--- config.mk ---
export PLATFORM = sky130hd
export DESIGN_NAME = ofmap_deskew_serializer_flat
export DESIGN_NICKNAME = d
export VERILOG_FILES = /design/src/rtl/ofmap_deskew_serializer_pkg.sv /design/src/rtl/ofmap_deskew_serializer_if.sv /design/src/rtl/ofmap_deskew_serializer_fifo.sv /design/src/rtl/ofmap_deskew_serializer.sv /design/src/flat_wrapper.sv
export SDC_FILE = /design/constraint.sdc
export NUM_CORES = 1
export LEC_CHECK = 0
export BUFFER_PORTS_ARGS = -buffer_cell sky130_fd_sc_hd__buf_2
export CORE_MARGIN = 4
export CORE_UTILIZATION = 40
export CTS_CLUSTER_DIAMETER = 50
export DETAILED_ROUTE_END_ITERATION = 16
export GPL_TIMING_DRIVEN = 0
export MAX_ROUTING_LAYER = met4
export SLEW_MARGIN = 20
export SYNTH_ARGS = -nofsm -noshare
export SYNTH_HDL_FRONTEND = slang
export SYNTH_HIERARCHICAL = 1
export SYNTH_SLANG_ARGS = --single-unit
--- constraint.sdc ---
create_clock -name clk -period 7.35 [get_ports clk]
set_input_delay 1.47 -clock clk [delete_from_list [all_inputs] [get_ports clk]]
set_output_delay 1.47 -clock clk [all_outputs]
set_load 0.005 [all_outputs]
--- src/rtl/ofmap_deskew_serializer_pkg.sv ---
// Shared definitions for the output-feature-map deskew/serializer.
//   relu_sat   : clamps a sign-extended accumulator value to an unsigned byte
//   ser_state_e: serializer FSM states
//   NUM_PIX    : pixel count of a default-sized feature map
package ofmap_pkg;

  localparam int DEF_WIDTH  = 128;
  localparam int DEF_HEIGHT = 128;
  localparam int NUM_PIX    = DEF_WIDTH * DEF_HEIGHT;

  // Callers sign-extend their accumulator to this width, so one function
  // serves every ACC_W below 64.
  localparam int SAT_IN_W = 64;

  typedef enum logic [1:0] {
    IDLE,
    EMIT,
    DONE
  } ser_state_e;

  // Negative values become 0; anything above 255 saturates to 8'hFF.
  function automatic logic [7:0] relu_sat(input logic [SAT_IN_W-1:0] v);
    logic [7:0] res;
    if (v[SAT_IN_W-1]) begin
      res = 8'h00;
    end else if (v[SAT_IN_W-2:8] != '0) begin
      res = 8'hFF;
    end else begin
      res = v[7:0];
    end
    return res;
  endfunction

endpackage

--- src/rtl/ofmap_deskew_serializer_if.sv ---
// Handshake/bus bundle between the systolic array columns, the serializer
// and the downstream feature writer.
//   i_data/i_valid : skewed per-channel accumulators from the array
//   i_ready        : downstream accept for o_data
//   o_data/o_valid : serialized byte stream
//   o_done/o_overflow/o_align_err : sticky status
// slave is the serializer side, master the side driving the array/writer.
interface ofmap_deskew_serializer_if #(
  parameter int CHANNEL = 3,
  parameter int ACC_W   = 16
);
  logic [CHANNEL-1:0][ACC_W-1:0] i_data;
  logic [CHANNEL-1:0]            i_valid;
  logic                          i_ready;
  logic [7:0]                    o_data;
  logic                          o_valid;
  logic                          o_done;
  logic                          o_overflow;
  logic                          o_align_err;

  modport slave (
    input  i_data, i_valid, i_ready,
    output o_data, o_valid, o_done, o_overflow, o_align_err
  );

  modport master (
    output i_data, i_valid, i_ready,
    input  o_data, o_valid, o_done, o_overflow, o_align_err
  );
endinterface

--- src/rtl/ofmap_deskew_serializer_fifo.sv ---
// Synchronous FIFO holding whole pixels (one entry = all channel bytes).
//   push/wdata : write an entry; ignored when full unless popping on the same edge
//   pop/rdata  : rdata shows the head entry; pop advances it
//   full/empty : derived from pointers that carry one extra wrap bit
// DEPTH must be a power of two and at least 2.
module ofmap_pixel_fifo #(
  parameter int DEPTH  = 8,
  parameter int DATA_W = 24
) (
  input  logic              clk,
  input  logic              rst,
  input  logic              push,
  input  logic [DATA_W-1:0] wdata,
  input  logic              pop,
  output logic [DATA_W-1:0] rdata,
  output logic              full,
  output logic              empty
);
  localparam int AW = $clog2(DEPTH);

  logic [DATA_W-1:0] mem_q [DEPTH];
  logic [AW:0]       wr_ptr_q, wr_ptr_d;
  logic [AW:0]       rd_ptr_q, rd_ptr_d;
  logic              do_push, do_pop;

  assign empty = (wr_ptr_q == rd_ptr_q);
  assign full  = (wr_ptr_q[AW] != rd_ptr_q[AW]) &&
                 (wr_ptr_q[AW-1:0] == rd_ptr_q[AW-1:0]);
  assign rdata = mem_q[rd_ptr_q[AW-1:0]];

  // A push into a full FIFO is legal when the head leaves on the same edge:
  // the head is read combinationally before the slot is overwritten.
  always_comb begin
    do_push  = push && (!full || pop);
    do_pop   = pop && !empty;
    wr_ptr_d = wr_ptr_q + (AW+1)'(do_push);
    rd_ptr_d = rd_ptr_q + (AW+1)'(do_pop);
  end

  always_ff @(posedge clk) begin
    if (rst) begin
      wr_ptr_q <= '0;
      rd_ptr_q <= '0;
    end else begin
      wr_ptr_q <= wr_ptr_d;
      rd_ptr_q <= rd_ptr_d;
    end
  end

  always_ff @(posedge clk) begin
    if (do_push) begin
      mem_q[wr_ptr_q[AW-1:0]] <= wdata;
    end
  end
endmodule

--- src/rtl/ofmap_deskew_serializer.sv ---
// Deskews diagonally skewed systolic-array outputs, applies ReLU + 8-bit
// saturation, buffers whole pixels and emits one byte per handshake in
// (y, x, c) order.
//   clk, rst : clock and synchronous active-high reset
//   bus      : slave side of ofmap_deskew_serializer_if (see that file)
module ofmap_deskew_serializer
  import ofmap_pkg::*;
#(
  parameter int WIDTH   = DEF_WIDTH,
  parameter int HEIGHT  = DEF_HEIGHT,
  parameter int CHANNEL = 3,
  parameter int ACC_W   = 16,
  parameter int DEPTH   = 8
) (
  input  logic                        clk,
  input  logic                        rst,
  ofmap_deskew_serializer_if.slave    bus
);
  localparam int MAP_PIX = WIDTH * HEIGHT;
  localparam int CNT_W   = $clog2(MAP_PIX + 1);
  localparam int CIDX_W  = (CHANNEL > 1) ? $clog2(CHANNEL) : 1;
  localparam int DATA_W  = 8 * CHANNEL;
  localparam logic [CNT_W-1:0]  LAST_PIX = CNT_W'(MAP_PIX - 1);
  localparam logic [CIDX_W-1:0] LAST_CH  = CIDX_W'(CHANNEL - 1);

  logic [CHANNEL-1:0][ACC_W-1:0] al_data;
  logic [CHANNEL-1:0]            al_valid;

  // Channel k lags channel 0 by k cycles, so it gets CHANNEL-1-k stages;
  // the last channel is used straight from the port.
  for (genvar k = 0; k < CHANNEL; k++) begin : g_deskew
    localparam int STG = CHANNEL - 1 - k;
    if (STG == 0) begin : g_pass
      assign al_data[k]  = bus.i_data[k];
      assign al_valid[k] = bus.i_valid[k];
    end else begin : g_delay
      logic [ACC_W-1:0] sr_data_q [STG];
      logic [ACC_W-1:0] sr_data_d [STG];
      logic [STG-1:0]   sr_valid_q, sr_valid_d;

      always_comb begin
        sr_data_d[0]  = bus.i_data[k];
        sr_valid_d[0] = bus.i_valid[k];
        for (int i = 1; i < STG; i++) begin
          sr_data_d[i]  = sr_data_q[i-1];
          sr_valid_d[i] = sr_valid_q[i-1];
        end
      end

      always_ff @(posedge clk) begin
        if (rst) begin
          for (int i = 0; i < STG; i++) sr_data_q[i] <= '0;
          sr_valid_q <= '0;
        end else begin
          sr_data_q  <= sr_data_d;
          sr_valid_q <= sr_valid_d;
        end
      end

      assign al_data[k]  = sr_data_q[STG-1];
      assign al_valid[k] = sr_valid_q[STG-1];
    end
  end

  logic [CHANNEL-1:0][7:0] sat_q, sat_d;
  logic                    pix_valid_q, pix_valid_d;
  logic                    align_err_q, align_err_d;
  logic                    overflow_q, overflow_d;

  ser_state_e              state_q, state_d;
  logic [CIDX_W-1:0]       chan_idx_q, chan_idx_d;
  logic [CNT_W-1:0]        pixel_cnt_q, pixel_cnt_d;
  logic [CHANNEL-1:0][7:0] byte_q, byte_d;

  logic              push_req, fifo_push, fifo_pop, fifo_full, fifo_empty;
  logic [DATA_W-1:0] fifo_rdata;

  // A pixel counts only when every aligned valid agrees; a partial set is
  // discarded and flagged.
  always_comb begin
    for (int k = 0; k < CHANNEL; k++) begin
      sat_d[k] = relu_sat({{(SAT_IN_W-ACC_W){al_data[k][ACC_W-1]}}, al_data[k]});
    end
    pix_valid_d = &al_valid;
    align_err_d = align_err_q | ((|al_valid) & ~(&al_valid));
  end

  // Once the map is complete nothing more is written, so DONE never overflows.
  always_comb begin
    push_req   = pix_valid_q && (state_q != DONE);
    fifo_push  = push_req && (!fifo_full || fifo_pop);
    overflow_d = overflow_q | (push_req & fifo_full & ~fifo_pop);
  end

  always_ff @(posedge clk) begin
    if (rst) begin
      sat_q       <= '0;
      pix_valid_q <= 1'b0;
      align_err_q <= 1'b0;
      overflow_q  <= 1'b0;
    end else begin
      sat_q       <= sat_d;
      pix_valid_q <= pix_valid_d;
      align_err_q <= align_err_d;
      overflow_q  <= overflow_d;
    end
  end

  ofmap_pixel_fifo #(
    .DEPTH  (DEPTH),
    .DATA_W (DATA_W)
  ) u_fifo (
    .clk   (clk),
    .rst   (rst),
    .push  (fifo_push),
    .wdata (sat_q),
    .pop   (fifo_pop),
    .rdata (fifo_rdata),
    .full  (fifo_full),
    .empty (fifo_empty)
  );

  // Serializer: the last byte's accept pulls the next pixel straight from
  // the FIFO, so back-to-back pixels stream without a bubble.
  always_comb begin
    state_d     = state_q;
    chan_idx_d  = chan_idx_q;
    pixel_cnt_d = pixel_cnt_q;
    byte_d      = byte_q;
    fifo_pop    = 1'b0;
    case (state_q)
      IDLE: begin
        if (!fifo_empty) begin
          fifo_pop   = 1'b1;
          byte_d     = fifo_rdata;
          chan_idx_d = '0;
          state_d    = EMIT;
        end
      end
      EMIT: begin
        if (bus.i_ready) begin
          if (chan_idx_q != LAST_CH) begin
            chan_idx_d = chan_idx_q + CIDX_W'(1);
          end else begin
            pixel_cnt_d = pixel_cnt_q + CNT_W'(1);
            chan_idx_d  = '0;
            if (pixel_cnt_q == LAST_PIX) begin
              state_d = DONE;
            end else if (!fifo_empty) begin
              fifo_pop = 1'b1;
              byte_d   = fifo_rdata;
            end else begin
              state_d = IDLE;
            end
          end
        end
      end
      DONE: begin
        state_d = DONE;
      end
      default: begin
        state_d = IDLE;
      end
    endcase
  end

  always_ff @(posedge clk) begin
    if (rst) begin
      state_q     <= IDLE;
      chan_idx_q  <= '0;
      pixel_cnt_q <= '0;
      byte_q      <= '0;
    end else begin
      state_q     <= state_d;
      chan_idx_q  <= chan_idx_d;
      pixel_cnt_q <= pixel_cnt_d;
      byte_q      <= byte_d;
    end
  end

  assign bus.o_valid     = (state_q == EMIT);
  assign bus.o_data      = byte_q[chan_idx_q];
  assign bus.o_done      = (state_q == DONE);
  assign bus.o_overflow  = overflow_q;
  assign bus.o_align_err = align_err_q;
endmodule

--- src/flat_wrapper.sv ---
// flat-port wrapper written by rule: the top's interface ports become plain ports
module ofmap_deskew_serializer_flat import ofmap_pkg::*;
#(
  parameter int WIDTH   = DEF_WIDTH,
  parameter int HEIGHT  = DEF_HEIGHT,
  parameter int CHANNEL = 3,
  parameter int ACC_W   = 16,
  parameter int DEPTH   = 8
)
  (clk, rst, bus_i_data, bus_i_valid, bus_i_ready, bus_o_data, bus_o_valid, bus_o_done, bus_o_overflow, bus_o_align_err);
  ofmap_deskew_serializer_if #(.CHANNEL(CHANNEL), .ACC_W(ACC_W)) bus_i ();
  input  logic clk;
  input  logic rst;
  input wire logic [$bits(bus_i.i_data)-1:0] bus_i_data;
  input wire logic [$bits(bus_i.i_valid)-1:0] bus_i_valid;
  input wire logic [$bits(bus_i.i_ready)-1:0] bus_i_ready;
  output wire logic [$bits(bus_i.o_data)-1:0] bus_o_data;
  output wire logic [$bits(bus_i.o_valid)-1:0] bus_o_valid;
  output wire logic [$bits(bus_i.o_done)-1:0] bus_o_done;
  output wire logic [$bits(bus_i.o_overflow)-1:0] bus_o_overflow;
  output wire logic [$bits(bus_i.o_align_err)-1:0] bus_o_align_err;
  assign bus_i.i_data = bus_i_data;
  assign bus_i.i_valid = bus_i_valid;
  assign bus_i.i_ready = bus_i_ready;
  assign bus_o_data = bus_i.o_data;
  assign bus_o_valid = bus_i.o_valid;
  assign bus_o_done = bus_i.o_done;
  assign bus_o_overflow = bus_i.o_overflow;
  assign bus_o_align_err = bus_i.o_align_err;
  ofmap_deskew_serializer #(.WIDTH(WIDTH), .HEIGHT(HEIGHT), .CHANNEL(CHANNEL), .ACC_W(ACC_W), .DEPTH(DEPTH)) u_core (.clk(clk), .rst(rst), .bus(bus_i));
endmodule
==> metrics.txt, run 1 <==
# TYPE chip_impl_metric gauge
chip_impl_info{name="outcome",value="finished clean"} 1
chip_impl_metric{name="ys_seq_elements",unit=""} 321
chip_impl_metric{name="area.sequential",unit="um^2"} 8350
chip_impl_metric{name="max_clock_freq",unit="GHz"} 0.215
chip_impl_metric{name="count_of_buffers_inserted_at_the_top_level_ports",unit=""} 65
chip_impl_metric{name="postSynthAreaPerCell",unit="um^2"} 14.0
chip_impl_metric{name="ys_async_sr_fraction",unit="%"} 0
chip_impl_metric{name="syn_area",unit="um^2"} 12500
chip_impl_metric{name="number_of_buffers_added_by_the_clock_tree_synthesis_step",unit=""} 38
chip_impl_metric{name="number_of_iterations_in_the_first_detailed_routing_pass",unit=""} 5
chip_impl_metric{name="ir_worst_vdd",unit="mV"} 0.156
chip_impl_info{name="setup.worst_path.end_class",value="register"} 1
chip_impl_metric{name="cp_slowest_stage_delay",unit="ns"} 0.95
chip_impl_info{name="netlist.top_cell.by_area",value="edfxtp_1"} 1
chip_impl_metric{name="multi_input_area",unit="um^2"} 3880
chip_impl_info{name="root_buffer",value="clkbuf_16"} 1
chip_impl_metric{name="vias_per_cell",unit=""} 5.14
chip_impl_metric{name="post-place-cells",unit=""} 1383
chip_impl_metric{name="gp_congestion",unit=""} 0.833
chip_impl_metric{name="vias",unit=""} 7451
chip_impl_metric{name="die_width",unit="um"} 185
chip_impl_metric{name="p_per_area",unit="nW/um^2"} 263
chip_impl_metric{name="initial_core_utilization",unit="%"} 40.7
chip_impl_metric{name="regToRegSetupSlack",unit="ns"} 2.70
chip_impl_metric{name="rows",unit=""} 64
chip_impl_metric{name="floorplan.die.height",unit="um"} 185
chip_impl_info{name="worst_path_max_delay_cell",value="nor4_4"} 1
chip_impl_metric{name="grt_antenna_before_repair",unit=""} 0
chip_impl_metric{name="synth.yosys.warnings",unit=""} 6
chip_impl_metric{name="synth-simple-area-share",unit="%"} 13.3
chip_impl_metric{name="power.leakage",unit="nW"} 5.33
chip_impl_metric{name="cp_max_fo",unit=""} 10
chip_impl_info{name="crit_chain",value="xnor2_1, or3b_2, nor2_1, or3_1, clkbuf_1, buf_2, o21ai_0, nor4_4, a2111oi_2, buf_4, buf_2, buf_4, buf_2"} 1
chip_impl_metric{name="synth_nets",unit=""} 952
chip_impl_metric{name="hold_path_depth",unit=""} 1
chip_impl_info{name="regToRegEndpoint",value="u_core/u_fifo/mem_q[1][0]"} 1
chip_impl_info{name="ff_to_ff_start",value="u_core/u_fifo/wr_ptr_q[1]"} 1
chip_impl_metric{name="clock_tree.htree_level_count",unit=""} 2
chip_impl_metric{name="seq_power_share",unit="%"} 50.1
chip_impl_metric{name="cts.reportedPaths.clkPinSlew",unit="ns"} 0.05
chip_impl_metric{name="synth.distinct_cells",unit=""} 52
chip_impl_info{name="hold_path_end",value="u_core/al_data[3]"} 1
chip_impl_metric{name="timing.final.crit_period",unit="ns"} 4.65
chip_impl_info{name="yosys.cell_count.top_type",value="edfxtp_1"} 1
chip_impl_metric{name="max-slew-margin-rel",unit="%"} 34.1
chip_impl_metric{name="antenna_cells",unit=""} 0
chip_impl_metric{name="ctsResizeCount",unit=""} 0
chip_impl_metric{name="required",unit="ns"} 7.62
chip_impl_metric{name="ys_seq_area_share",unit="%"} 66.9
chip_impl_metric{name="synthesis.instances",unit=""} 893
chip_impl_metric{name="core_region_area",unit="um^2"} 30700
chip_impl_info{name="synth_ff_type",value="edfxtp_1"} 1
chip_impl_metric{name="worst_margin_slew",unit="ns"} 0.981
chip_impl_metric{name="final.setup.tns",unit="ns"} 0
chip_impl_metric{name="ctsHoldBuffers",unit=""} 0
chip_impl_metric{name="maxCapViolations",unit=""} 0
chip_impl_info{name="critPathKind",value="register to register"} 1
chip_impl_metric{name="path_buf_inv",unit=""} 6
chip_impl_metric{name="maximum_number_of_pins_on_one_net_before_global_route_repair",unit=""} 18
chip_impl_metric{name="power.switching_fraction",unit="%"} 20.3
chip_impl_info{name="min_from",value="u_core/g_deskew[0].g_delay.sr_data_d[3]"} 1
chip_impl_metric{name="post_layout_nonfiller_instances",unit=""} 1451
chip_impl_metric{name="drive_gt1_share",unit="%"} 23.0
chip_impl_metric{name="nets_final",unit=""} 1086
chip_impl_metric{name="synth.area.mux_share",unit="%"} 9.30
chip_impl_metric{name="first_iter_violations",unit=""} 532
chip_impl_metric{name="detail_route.drc_violations",unit=""} 0
chip_impl_metric{name="min_period_over_period",unit="%"} 63.3
chip_impl_metric{name="post_cts_repair_setup_buffers",unit=""} 0
chip_impl_metric{name="layout.filler_cells",unit=""} 2671
chip_impl_info{name="ys_top_cells_by_area",value="edfxtp_1, dfxtp_1, mux4_2, nand2_1, nor2b_1"} 1
chip_impl_metric{name="globalRouteOverflowTotal",unit=""} 0
chip_impl_metric{name="cell_area_reported_after_detailed_placement",unit="um^2"} 13600
chip_impl_metric{name="yosysTopAreaCellShare",unit="%"} 46.2
chip_impl_metric{name="track_usage",unit="%"} 16.2
chip_impl_info{name="critPathTopFamily",value="simple AND/OR/NAND/NOR gates"} 1
chip_impl_metric{name="finalHoldViolCount",unit=""} 0
chip_impl_metric{name="netSwitchingPower",unit="W"} 0.000794
chip_impl_metric{name="post_synth_fa_ha_maj_area_fraction",unit="%"} 0.501
chip_impl_metric{name="detail-route-antenna-nets",unit=""} 0
chip_impl_metric{name="grt_pass1_wl",unit="um"} 41700
chip_impl_metric{name="post_dp_hpwl",unit="um"} 18100
chip_impl_metric{name="count_of_clock_tree_sinks",unit=""} 321
chip_impl_metric{name="timing.reg2reg.worst_path_depth",unit=""} 13
chip_impl_metric{name="synthesized_area_fraction_occupied_by_ao_oa_aoi_and_oai_cells",unit="%"} 6.27
chip_impl_info{name="hold_path_class",value="register to register"} 1
chip_impl_metric{name="critPathArrivalTime",unit="ns"} 4.92
chip_impl_metric{name="boundaryPins",unit=""} 66
chip_impl_metric{name="grt_pass1_vias",unit=""} 7356
chip_impl_metric{name="postLayoutCellArea",unit="um^2"} 14900
chip_impl_metric{name="cellInternalPower",unit="W"} 0.00312
chip_impl_info{name="setup.worst_path.start_class",value="register"} 1
chip_impl_metric{name="number_of_enable_flip_flop_cells_after_synthesis",unit=""} 192
chip_impl_metric{name="cts_buffer_depth",unit=""} 3
chip_impl_metric{name="yosys.area_share.xor_xnor",unit="%"} 1.19
chip_impl_info{name="rsz_0062_raised_after_global_routing",value="false"} 1
chip_impl_info{name="tritoncts",value="built"} 1
chip_impl_info{name="synth_top_family_by_area",value="simple AND/OR/NAND/NOR gates"} 1
chip_impl_info{name="synth_commonest_cells",value="edfxtp_1, dfxtp_1, nand2_1, nor2b_1, mux4_2"} 1
chip_impl_info{name="critPathMostFrequentCell",value="buf_2"} 1
chip_impl_metric{name="drt-total-wl",unit="um"} 26400
chip_impl_metric{name="finClkSkew",unit="ns"} 0.00985
chip_impl_metric{name="floorplan.die_area",unit="um^2"} 34100
chip_impl_metric{name="endpoints_failing_setup",unit=""} 0
chip_impl_metric{name="area_growth",unit="%"} 19.1
chip_impl_metric{name="slew_viol_final",unit=""} 0
chip_impl_metric{name="power.combinational.fraction",unit="%"} 1.7
chip_impl_metric{name="clkLatencyLatePin",unit="ns"} 0.52
chip_impl_metric{name="drt-wirelength-per-cell",unit="um"} 18.2
chip_impl_metric{name="power_frac_clock",unit="%"} 48.2
[worst max-delay path by stage]
stage	startpoint	end	slack, ns	cells past startpoint
5_1_grt	u_core/u_fifo/wr_ptr_q[1]	u_core/u_fifo/mem_q[1][6]	2.42	13
2_1_floorplan	bus_i_ready	u_core/u_fifo/mem_q[1][0]	1.35	7
3_5_place_dp	bus_i_ready	u_core/u_fifo/mem_q[3][0]	2.19	11
6_report	u_core/u_fifo/wr_ptr_q[1]	u_core/u_fifo/mem_q[1][0]	2.70	13
3_3_place_gp	bus_i_ready	u_core/u_fifo/mem_q[3][0]	-1.87	8
4_1_cts	u_core/u_fifo/wr_ptr_q[1]	u_core/u_fifo/mem_q[4][6]	2.68	13
[final cells by class]
class | instances | share of cell area, %
Inverter | 6 | 0.151
Clock inverter | 23 | 1.96
Clock buffer | 45 | 6.64
Timing Repair Buffer | 94 | 3.68
Sequential cell | 321 | 56.1
Multi-Input combinational cell | 513 | 26.1
Tap cell | 396 | 3.33
Buffer | 53 | 2.06
[logic make-up (layout without fill, tap and decap cells)]
| family | count (synthesis) | after routing |
|---|---|---|
| flops | 321 | 321 |
| simple gates | 321 | 321 |
| compound gates | 114 | 114 |
| buf+inv | 59 | 221 |
| mux | 56 | 56 |
| xor+xnor | 17 | 17 |
| fa+ha+maj | 5 | 5 |
[state kept, by name, summed over array words and instances (netlist names), 2 cells and up]
name and flops:
u_core/byte_q 24, u_core/u_fifo/wr_ptr_q 4, u_core/state_q 2, u_core/al_data 16
u_core/chan_idx_q 2, u_core/g_deskew.g_delay.sr_valid_q 3, u_core/g_deskew.g_delay.sr_data_q 16, u_core/g_deskew.g_delay.sr_data_d 16
u_core/u_fifo/mem_q 192, u_core/u_fifo/rd_ptr_q 4, u_core/sat_q 24, u_core/pixel_cnt_q 15
[cell usage in the layout (no fill, tap or decap), drive strengths merged, types with 3 or more instances in the layout]
master	synthesis	routed
inv	5	10
mux4	48	48
bufinv	0	5
or4	4	4
xor2	11	11
nand2b	26	26
o21a	25	25
nand3	9	9
o311ai	24	24
nor4	8	8
a211oi	3	3
dfxtp	129	129
clkinv	1	11
a21oi	37	37
clkbuf	26	71
a2111oi	4	4
nor2b	58	58
or3	5	5
and4	3	3
xnor2	6	6
ha	5	5
nor2	46	46
mux2i	8	8
o21ai	11	11
and3	26	26
o31ai	4	4
nand2	119	119
nand4	7	7
edfxtp	192	192
clkinvlp	0	3
buf	27	121
[per-stage QoR]
stage | hold WS [ns] | worst slack, ns | power (W) | utilization [%]
global placement | 0.416 | -1.87 | 0.00207 | 43.4
detailed placement | 0.421 | 2.19 | 0.00207 | 44.3
floorplan | 0.414 | 1.35 | 0.00203 | -
CTS | 0.436 | 2.68 | 0.00397 | 48.5
finish | 0.433 | 2.70 | 0.00391 | 48.5
global route | 0.456 | 2.42 | 0.00405 | 48.5
[power by group through the flow]
stage / registers (W) / clock network (W) / logic (W)
finish: 0.00196 / 0.00189 / 0.0000656
floorplan: 0.00199 / 0 / 0.0000374
global route: 0.00197 / 0.00201 / 0.0000737
CTS: 0.00196 / 0.00194 / 0.0000668
global placement: 0.00200 / 0 / 0.0000659
detailed placement: 0.00200 / 0 / 0.0000665
[layer usage]
metal  global-route usage [%]  vias up  share of wire (%)
met5                        -        -                  0
met4                     4.90        0                2.5
met3                     3.22       44                5.2
met2                     23.9      163                 46
met1                     22.8     3672                 46
li1                         -     3572                  -
Note: power is estimated with default switching activity, not from simulation.
==> inputs of run 2 (changes only) <==
==> constraint.sdc (replaced) <==
create_clock -name clk -period 4.2 [get_ports clk]
set_input_delay 0.84 -clock clk [delete_from_list [all_inputs] [get_ports clk]]
set_output_delay 0.84 -clock clk [all_outputs]
set_load 0.005 [all_outputs]
==> run 2 against run 1 <==
Effect of this change:
- non-clock buffer count fell by 4
- sequential cell count unchanged
- worst hold slack lost 0.0035 ns
- clock-buffer cell count rose by 1
- largest power group unchanged
==> metrics.txt, run 2 (synthesis results as in run 1) <==
# TYPE chip_impl_metric gauge
chip_impl_metric{name="area_growth",unit="%"} 20.0
chip_impl_metric{name="timing.final.crit_period",unit="ns"} 3.98
chip_impl_metric{name="design_power_total",unit="W"} 0.00675
chip_impl_metric{name="min_period_over_period",unit="%"} 94.9
chip_impl_metric{name="critPathArrivalTime",unit="ns"} 4.20
chip_impl_metric{name="clkLatencyLatePin",unit="ns"} 0.52
chip_impl_info{name="rsz_0062_raised_after_global_routing",value="false"} 1
chip_impl_info{name="ff_to_ff_start",value="u_core/u_fifo/rd_ptr_q[2]"} 1
chip_impl_info{name="setup.worst_path.start_class",value="register"} 1
chip_impl_metric{name="maximum_number_of_pins_on_one_net_before_global_route_repair",unit=""} 18
chip_impl_metric{name="max_clock_freq",unit="GHz"} 0.251
chip_impl_metric{name="seq_power_share",unit="%"} 50.9
chip_impl_metric{name="track_usage",unit="%"} 16.3
chip_impl_metric{name="grt_pass1_wl",unit="um"} 41900
chip_impl_metric{name="vias_per_cell",unit=""} 5.16
chip_impl_metric{name="endpoints_failing_setup",unit=""} 0
chip_impl_metric{name="required",unit="ns"} 4.42
chip_impl_metric{name="boundaryPins",unit=""} 66
chip_impl_metric{name="hold_path_depth",unit=""} 1
chip_impl_metric{name="count_of_clock_tree_sinks",unit=""} 321
chip_impl_info{name="min_from",value="u_core/g_deskew[0].g_delay.sr_data_d[13]"} 1
chip_impl_metric{name="post-place-cells",unit=""} 1372
chip_impl_metric{name="power_frac_clock",unit="%"} 47.4
chip_impl_metric{name="number_of_buffers_added_by_the_clock_tree_synthesis_step",unit=""} 38
chip_impl_info{name="timing.critical_path.from",value="u_core/u_fifo/rd_ptr_q[2]"} 1
chip_impl_metric{name="post_dp_hpwl",unit="um"} 18100
chip_impl_metric{name="detail-route-antenna-nets",unit=""} 0
chip_impl_metric{name="finalHoldViolCount",unit=""} 0
chip_impl_metric{name="timing.hold.ws",unit="ns"} 0.430
chip_impl_metric{name="die_width",unit="um"} 185
chip_impl_metric{name="layout.filler_cells",unit=""} 2633
chip_impl_metric{name="post_layout_nonfiller_instances",unit=""} 1448
chip_impl_metric{name="cp_max_fo",unit=""} 10
chip_impl_info{name="outcome",value="finished clean"} 1
chip_impl_metric{name="initial_core_utilization",unit="%"} 40.7
chip_impl_metric{name="drt-wirelength-per-cell",unit="um"} 18.3
chip_impl_metric{name="count_of_buffers_inserted_at_the_top_level_ports",unit=""} 65
chip_impl_metric{name="globalRouteOverflowTotal",unit=""} 0
chip_impl_metric{name="drive_gt1_share",unit="%"} 22.9
chip_impl_metric{name="number_of_iterations_in_the_first_detailed_routing_pass",unit=""} 4
chip_impl_info{name="mostFrequentLayoutCells",value="edfxtp_1, dfxtp_1, nand2_1"} 1
chip_impl_metric{name="largest_register_ff_count",unit=""} 192
chip_impl_metric{name="rows",unit=""} 64
chip_impl_metric{name="core_region_area",unit="um^2"} 30700
chip_impl_metric{name="nets_final",unit=""} 1082
chip_impl_metric{name="timing.reg2reg.worst_path_depth",unit=""} 14
chip_impl_metric{name="maxCapViolations",unit=""} 0
chip_impl_info{name="critPathKind",value="register to register"} 1
chip_impl_info{name="hold_path_class",value="register to register"} 1
chip_impl_metric{name="drt-total-wl",unit="um"} 26500
chip_impl_metric{name="detail_route.drc_violations",unit=""} 0
chip_impl_metric{name="netSwitchingPower",unit="W"} 0.00136
chip_impl_metric{name="power.switching_fraction",unit="%"} 20.2
chip_impl_metric{name="gp_congestion",unit=""} 0.823
chip_impl_metric{name="cts_buffer_depth",unit=""} 3
chip_impl_info{name="layout_commonest_cell",value="edfxtp_1"} 1
chip_impl_metric{name="ir_worst_vdd",unit="mV"} 0.289
chip_impl_info{name="tritoncts",value="built"} 1
chip_impl_metric{name="p_per_area",unit="nW/um^2"} 451
chip_impl_metric{name="cellInternalPower",unit="W"} 0.00539
chip_impl_metric{name="slew_viol_final",unit=""} 0
chip_impl_metric{name="worst_margin_slew",unit="ns"} 0.755
chip_impl_metric{name="grt_antenna_before_repair",unit=""} 1
chip_impl_info{name="root_buffer",value="clkbuf_16"} 1
chip_impl_metric{name="grt_pass1_vias",unit=""} 7453
chip_impl_metric{name="clock_tree.htree_level_count",unit=""} 2
chip_impl_info{name="setup.worst_path.end_class",value="register"} 1
chip_impl_metric{name="cts.reportedPaths.clkPinSlew",unit="ns"} 0.05
chip_impl_metric{name="max-slew-margin-rel",unit="%"} 49.6
chip_impl_metric{name="floorplan.die_area",unit="um^2"} 34100
chip_impl_metric{name="finClkSkew",unit="ns"} 0.0211
chip_impl_metric{name="power.leakage",unit="nW"} 5.33
chip_impl_metric{name="power.combinational.fraction",unit="%"} 1.7
chip_impl_metric{name="first_iter_violations",unit=""} 514
chip_impl_metric{name="vias",unit=""} 7472
chip_impl_metric{name="floorplan.die.height",unit="um"} 185
[run 2: final cells by class]
type / count / area, um^2 / area share (%)
antenna: 1 / 2.50 / 0.0167
buffer: 53 / 307 / 2.05
clock buffer: 46 / 1060 / 7.10
clock inverter: 22 / 198 / 1.32
inverter: 6 / 22.5 / 0.150
multi-input combinational: 513 / 3930 / 26.2
sequential: 321 / 8350 / 55.7
tap: 396 / 495 / 3.31
timing repair buffer: 90 / 614 / 4.10
[run 2: power groups by stage]
stage          clock network (W)  registers, W  logic [W]
6_report                 0.00320       0.00343   0.000115
5_1_grt                  0.00344       0.00344   0.000129
4_1_cts                  0.00328       0.00344   0.000118
3_5_place_dp                   0       0.00350   0.000117
3_3_place_gp                   0       0.00350   0.000115
2_1_floorplan                  0       0.00348  0.0000654
[run 2: final timing paths]
check / to / slack, ns
worst max-delay path: u_core/u_fifo/mem_q[4][13] / 0.22
worst max register to register: u_core/u_fifo/mem_q[4][13] / 0.22
worst min-delay path: u_core/al_data[13] / 0.43
worst min register to register: u_core/al_data[13] / 0.43
[run 2: timing repair]
| item | 4_1_cts | 5_1_grt |
|---|---|---|
| endpoints found under the setup margin | 196 | 57 |
| gates resized for setup | 1 | 2 |
| setup buffers | 2 | 5 |
| endpoints found under the hold margin | 0 | 0 |
| pin swaps | 2 | 4 |
| gates cloned | 0 | 0 |
| hold buffers | 0 | 0 |
[run 2: stage by stage]
step / setup TNS, ns / setup slack [ns] / util, % / cell area, um^2
6_report: 0 / 0.215 / 48.8 / 15000
5_1_grt: 0 / 0.00619 / 48.8 / 15000
4_1_cts: 0 / 0.0197 / 48.7 / 14900
3_5_place_dp: -59.50 / -0.563 / 44.5 / 13600
3_3_place_gp: -383.77 / -2.64 / 43.5 / 13300
2_1_floorplan: -17.17 / -0.282 / - / 12500
[run 2: layer usage]
layer	vias up	track usage, %	share of wire (%)
li1	3575	-	-
met1	3687	22.0	45
met2	167	25.6	48
met3	43	3.06	5.1
met4	0	4.52	2.3
met5	-	-	0
[run 2: worst max-delay path: stages (launching register included)]
cell	delay (ns)
dfxtp_1	0.30
buf_2	0.21
xor2_1	0.28
or3b_2	0.20
nor2_1	0.09
or3_1	0.32
clkbuf_1	0.18
buf_2	0.22
o21ai_1	0.29
o211a_1	0.31
nand2_1	0.17
a2111oi_4	0.45
buf_4	0.27
buf_4	0.23
buf_6	0.17
==> inputs of run 3 (changes only) <==
--- a/config.mk
+++ b/config.mk
@@ -15,5 +15,4 @@
 export SLEW_MARGIN = 20
 export SYNTH_ARGS = -nofsm -noshare
 export SYNTH_HDL_FRONTEND = slang
-export SYNTH_HIERARCHICAL = 1
 export SYNTH_SLANG_ARGS = --single-unit
==> run 3 against run 2 <==
Effect of this change:
- clock-buffer cell count rose by 10
- clock skew fell by 0.0045 ns
- sequential cell count unchanged
- utilization up 0.32 points
- fmax rose by 19%
- worst setup slack gained 0.65 ns
- wire length shrank 9.9%
- non-clock buffer count fell by 4
- combinational power rose to 5.6 times the previous value
- total power increased by 10%
- first-iteration DRC count decreased by 25%
==> metrics.txt, run 3 <==
# TYPE chip_impl_metric gauge
chip_impl_info{name="outcome",value="finished clean"} 1
chip_impl_metric{name="maxCapViolations",unit=""} 0
chip_impl_metric{name="cellInternalPower",unit="W"} 0.00586
chip_impl_metric{name="ctsResizeCount",unit=""} 0
chip_impl_info{name="critPathMostFrequentCell",value="buf_2"} 1
chip_impl_metric{name="ctsHoldBuffers",unit=""} 0
chip_impl_metric{name="timing.final.crit_period",unit="ns"} 3.34
chip_impl_info{name="yosys.cell_count.top_type",value="edfxtp_1"} 1
chip_impl_metric{name="final.setup.tns",unit="ns"} 0
chip_impl_metric{name="dp_slack",unit="ns"} 0.567
chip_impl_metric{name="ir_worst_vdd",unit="mV"} 0.344
chip_impl_metric{name="postSynthAreaPerCell",unit="um^2"} 15.8
chip_impl_metric{name="synth_nets",unit=""} 813
chip_impl_info{name="crit_chain",value="ha_1, nand4_1, or4_1, a311oi_2, nor4_2, buf_4, buf_2, buf_2"} 1
chip_impl_metric{name="critPathArrivalTime",unit="ns"} 3.59
chip_impl_metric{name="synth-simple-area-share",unit="%"} 9.19
chip_impl_metric{name="syn_area",unit="um^2"} 11900
chip_impl_metric{name="synthesis.instances",unit=""} 754
chip_impl_info{name="synth_top_family_by_area",value="multiplexers"} 1
chip_impl_metric{name="drt-total-wl",unit="um"} 23900
chip_impl_metric{name="power.combinational.fraction",unit="%"} 8.6
chip_impl_metric{name="vias",unit=""} 6480
chip_impl_metric{name="synth.area.mux_share",unit="%"} 14.0
chip_impl_metric{name="ys_async_sr_fraction",unit="%"} 0
chip_impl_info{name="root_buffer",value="clkbuf_16"} 1
chip_impl_metric{name="gp_congestion",unit=""} 0.730
chip_impl_metric{name="seq_power_share",unit="%"} 47.0
chip_impl_metric{name="cts_buffer_depth",unit=""} 3
chip_impl_metric{name="max-slew-margin-rel",unit="%"} 33.8
chip_impl_info{name="ys_top_cells_by_area",value="edfxtp_1, dfxtp_1, mux4_2, nor2b_1, mux2i_1"} 1
chip_impl_metric{name="finalHoldViolCount",unit=""} 0
chip_impl_metric{name="min_period_over_period",unit="%"} 79.5
chip_impl_metric{name="layout.filler_cells",unit=""} 2507
chip_impl_metric{name="power.leakage",unit="nW"} 4.97
chip_impl_metric{name="detail_route.drc_violations",unit=""} 0
chip_impl_metric{name="post_layout_nonfiller_instances",unit=""} 1304
chip_impl_metric{name="post_cts_repair_setup_buffers",unit=""} 0
chip_impl_info{name="netlist.top_cell.by_area",value="edfxtp_1"} 1
chip_impl_metric{name="post_synth_fa_ha_maj_area_fraction",unit="%"} 0.524
chip_impl_metric{name="track_usage",unit="%"} 15.0
chip_impl_metric{name="die_width",unit="um"} 181
chip_impl_metric{name="boundaryPins",unit=""} 66
chip_impl_metric{name="cts.reportedPaths.clkPinSlew",unit="ns"} 0.06
chip_impl_metric{name="finClkSkew",unit="ns"} 0.0167
chip_impl_metric{name="largest_register_ff_count",unit=""} 192
chip_impl_metric{name="grt_pass1_wl",unit="um"} 37400
chip_impl_metric{name="cp_slowest_stage_delay",unit="ns"} 0.90
chip_impl_metric{name="maximum_number_of_pins_on_one_net_before_global_route_repair",unit=""} 15
chip_impl_metric{name="count_of_clock_tree_sinks",unit=""} 321
chip_impl_metric{name="number_of_buffers_added_by_the_clock_tree_synthesis_step",unit=""} 37
chip_impl_metric{name="clock_tree.htree_level_count",unit=""} 2
chip_impl_metric{name="rows",unit=""} 62
chip_impl_metric{name="number_of_iterations_in_the_first_detailed_routing_pass",unit=""} 5
chip_impl_metric{name="post-place-cells",unit=""} 1236
chip_impl_info{name="synth_commonest_cells",value="edfxtp_1, dfxtp_1, nor2b_1, mux4_2, nor2_1"} 1
chip_impl_metric{name="globalRouteOverflowTotal",unit=""} 0
chip_impl_info{name="critPathKind",value="register to register"} 1
chip_impl_metric{name="grt_pass1_vias",unit=""} 6445
chip_impl_info{name="mostFrequentLayoutCells",value="edfxtp_1, dfxtp_1, buf_2"} 1
chip_impl_metric{name="detail-route-antenna-nets",unit=""} 0
chip_impl_metric{name="vias_per_cell",unit=""} 4.97
chip_impl_metric{name="timing.hold.ws",unit="ns"} 0.430
chip_impl_info{name="synth_ff_type",value="edfxtp_1"} 1
chip_impl_metric{name="cp_max_fo",unit=""} 9
chip_impl_info{name="layout_commonest_cell",value="edfxtp_1"} 1
chip_impl_info{name="setup.worst_path.start_class",value="register"} 1
chip_impl_metric{name="max_clock_freq",unit="GHz"} 0.299
chip_impl_metric{name="drt-wirelength-per-cell",unit="um"} 18.3
chip_impl_metric{name="p_per_area",unit="nW/um^2"} 521
chip_impl_info{name="setup.worst_path.end_class",value="register"} 1
chip_impl_metric{name="postLayoutCellArea",unit="um^2"} 14300
chip_impl_metric{name="path_buf_inv",unit=""} 3
chip_impl_metric{name="number_of_enable_flip_flop_cells_after_synthesis",unit=""} 192
chip_impl_metric{name="post_dp_hpwl",unit="um"} 16800
chip_impl_metric{name="initial_core_utilization",unit="%"} 41.0
chip_impl_metric{name="core_region_area",unit="um^2"} 29100
chip_impl_metric{name="ys_seq_elements",unit=""} 321
chip_impl_metric{name="synthesized_area_fraction_occupied_by_ao_oa_aoi_and_oai_cells",unit="%"} 3.43
chip_impl_metric{name="first_iter_violations",unit=""} 385
chip_impl_metric{name="netSwitchingPower",unit="W"} 0.00160
chip_impl_metric{name="synth.yosys.warnings",unit=""} 0
chip_impl_metric{name="area_growth",unit="%"} 19.8
chip_impl_metric{name="worst_margin_slew",unit="ns"} 0.993
chip_impl_metric{name="power.switching_fraction",unit="%"} 21.4
chip_impl_info{name="rsz_0062_raised_after_global_routing",value="false"} 1
chip_impl_metric{name="floorplan.die_area",unit="um^2"} 32700
chip_impl_metric{name="slew_viol_final",unit=""} 0
chip_impl_metric{name="ys_seq_area_share",unit="%"} 69.9
chip_impl_metric{name="drive_gt1_share",unit="%"} 27.9
chip_impl_metric{name="cell_area_reported_after_detailed_placement",unit="um^2"} 13000
chip_impl_metric{name="required",unit="ns"} 4.45
chip_impl_info{name="worst_path_max_delay_cell",value="a311oi_2"} 1
chip_impl_metric{name="finalWorstSetupSlack",unit="ns"} 0.861
chip_impl_metric{name="grt_antenna_before_repair",unit=""} 0
chip_impl_metric{name="synth.distinct_cells",unit=""} 45
chip_impl_metric{name="floorplan.die.height",unit="um"} 181
chip_impl_metric{name="antenna_cells",unit=""} 0
chip_impl_metric{name="endpoints_failing_setup",unit=""} 0
chip_impl_metric{name="power_frac_clock",unit="%"} 44.4
chip_impl_metric{name="yosys.area_share.xor_xnor",unit="%"} 1.03
chip_impl_metric{name="yosysTopAreaCellShare",unit="%"} 48.3
chip_impl_metric{name="count_of_buffers_inserted_at_the_top_level_ports",unit=""} 64
chip_impl_info{name="tritoncts",value="built"} 1
chip_impl_info{name="critPathTopFamily",value="simple AND/OR/NAND/NOR gates"} 1
chip_impl_info{name="hold_path_class",value="register to register"} 1
chip_impl_metric{name="clkLatencyLatePin",unit="ns"} 0.51
chip_impl_metric{name="nets_final",unit=""} 950
==> run 3: cell count changes after synthesis, sizes merged, moves of 7 or more <==
cell and delta:
nand2 -98, and3 -26, a21oi -25, mux2 +24, mux2i +24, o311ai -24
nand2b -22, nor2b +22, buf -9, xor2 -9, nor4 +7
==> run 3: path summary, 6_finish.rpt <==
check	start	to	slack, ns	cells after the start
worst max-delay path	u_core.pixel_cnt_q[0]	u_core.u_fifo.mem_q[3][1]	0.86	8
worst min-delay path	u_core.g_deskew[0].g_delay.sr_data_d[11]	u_core.al_data[11]	0.43	1
worst max register to register	u_core.pixel_cnt_q[0]	u_core.u_fifo.mem_q[3][1]	0.86	8
worst min register to register	u_core.g_deskew[0].g_delay.sr_data_d[11]	u_core.al_data[11]	0.43	1
==> run 3: per-stage QoR <==
step | utilization (%) | total power (W)
3_5_place_dp | 44.7 | 0.00422
3_3_place_gp | 43.8 | 0.00421
4_1_cts | 49.2 | 0.00754
5_1_grt | 49.2 | 0.00775
6_report | 49.2 | 0.00746
2_1_floorplan | - | 0.00402
==> run 3: worst register-to-register path: stages, from the launching register on <==
cell and delay, ns:
dfxtp_1 0.37, ha_1 0.22, nand4_1 0.13, or4_1 0.60, a311oi_2 0.90, nor4_2 0.25
buf_4 0.24, buf_2 0.18, buf_2 0.20
==> run 3: cell type report <==
type / count / area (um^2) / share of cell area [%]
Sequential cell: 321 / 8350 / 58.4
Timing Repair Buffer: 98 / 532 / 3.72
Inverter: 10 / 37.5 / 0.262
Clock inverter: 12 / 185 / 1.29
Clock buffer: 56 / 1110 / 7.79
Tap cell: 384 / 480 / 3.36
Buffer: 41 / 186 / 1.30
Multi-Input combinational cell: 382 / 3420 / 23.9
==> run 3: per-layer routing <==
layer	track usage (%)	share of wire (%)	wire length, um
met4	3.75	1.5	355
met1	20.6	46	11000
met2	23.3	48	11500
met5	-	0	0
met3	2.61	4.2	1010
==> run 3: cell families after synthesis <==
logic type	Yosys count
AO/OA/AOI/OAI	62
multiplexers	104
adder cells (fa/ha/maj)	5
buffers and inverters	51
AND/OR/NAND/NOR	197
XOR/XNOR	14
flip-flops	321
==> run 3: power by group through the flow <==
stage / clock network [W] / registers [W] / logic, W
floorplan: 0 / 0.00354 / 0.000484
global placement: 0 / 0.00356 / 0.000646
detailed placement: 0 / 0.00357 / 0.000652
CTS: 0.00338 / 0.00350 / 0.000655
global route: 0.00353 / 0.00351 / 0.000705
finish: 0.00331 / 0.00350 / 0.000640
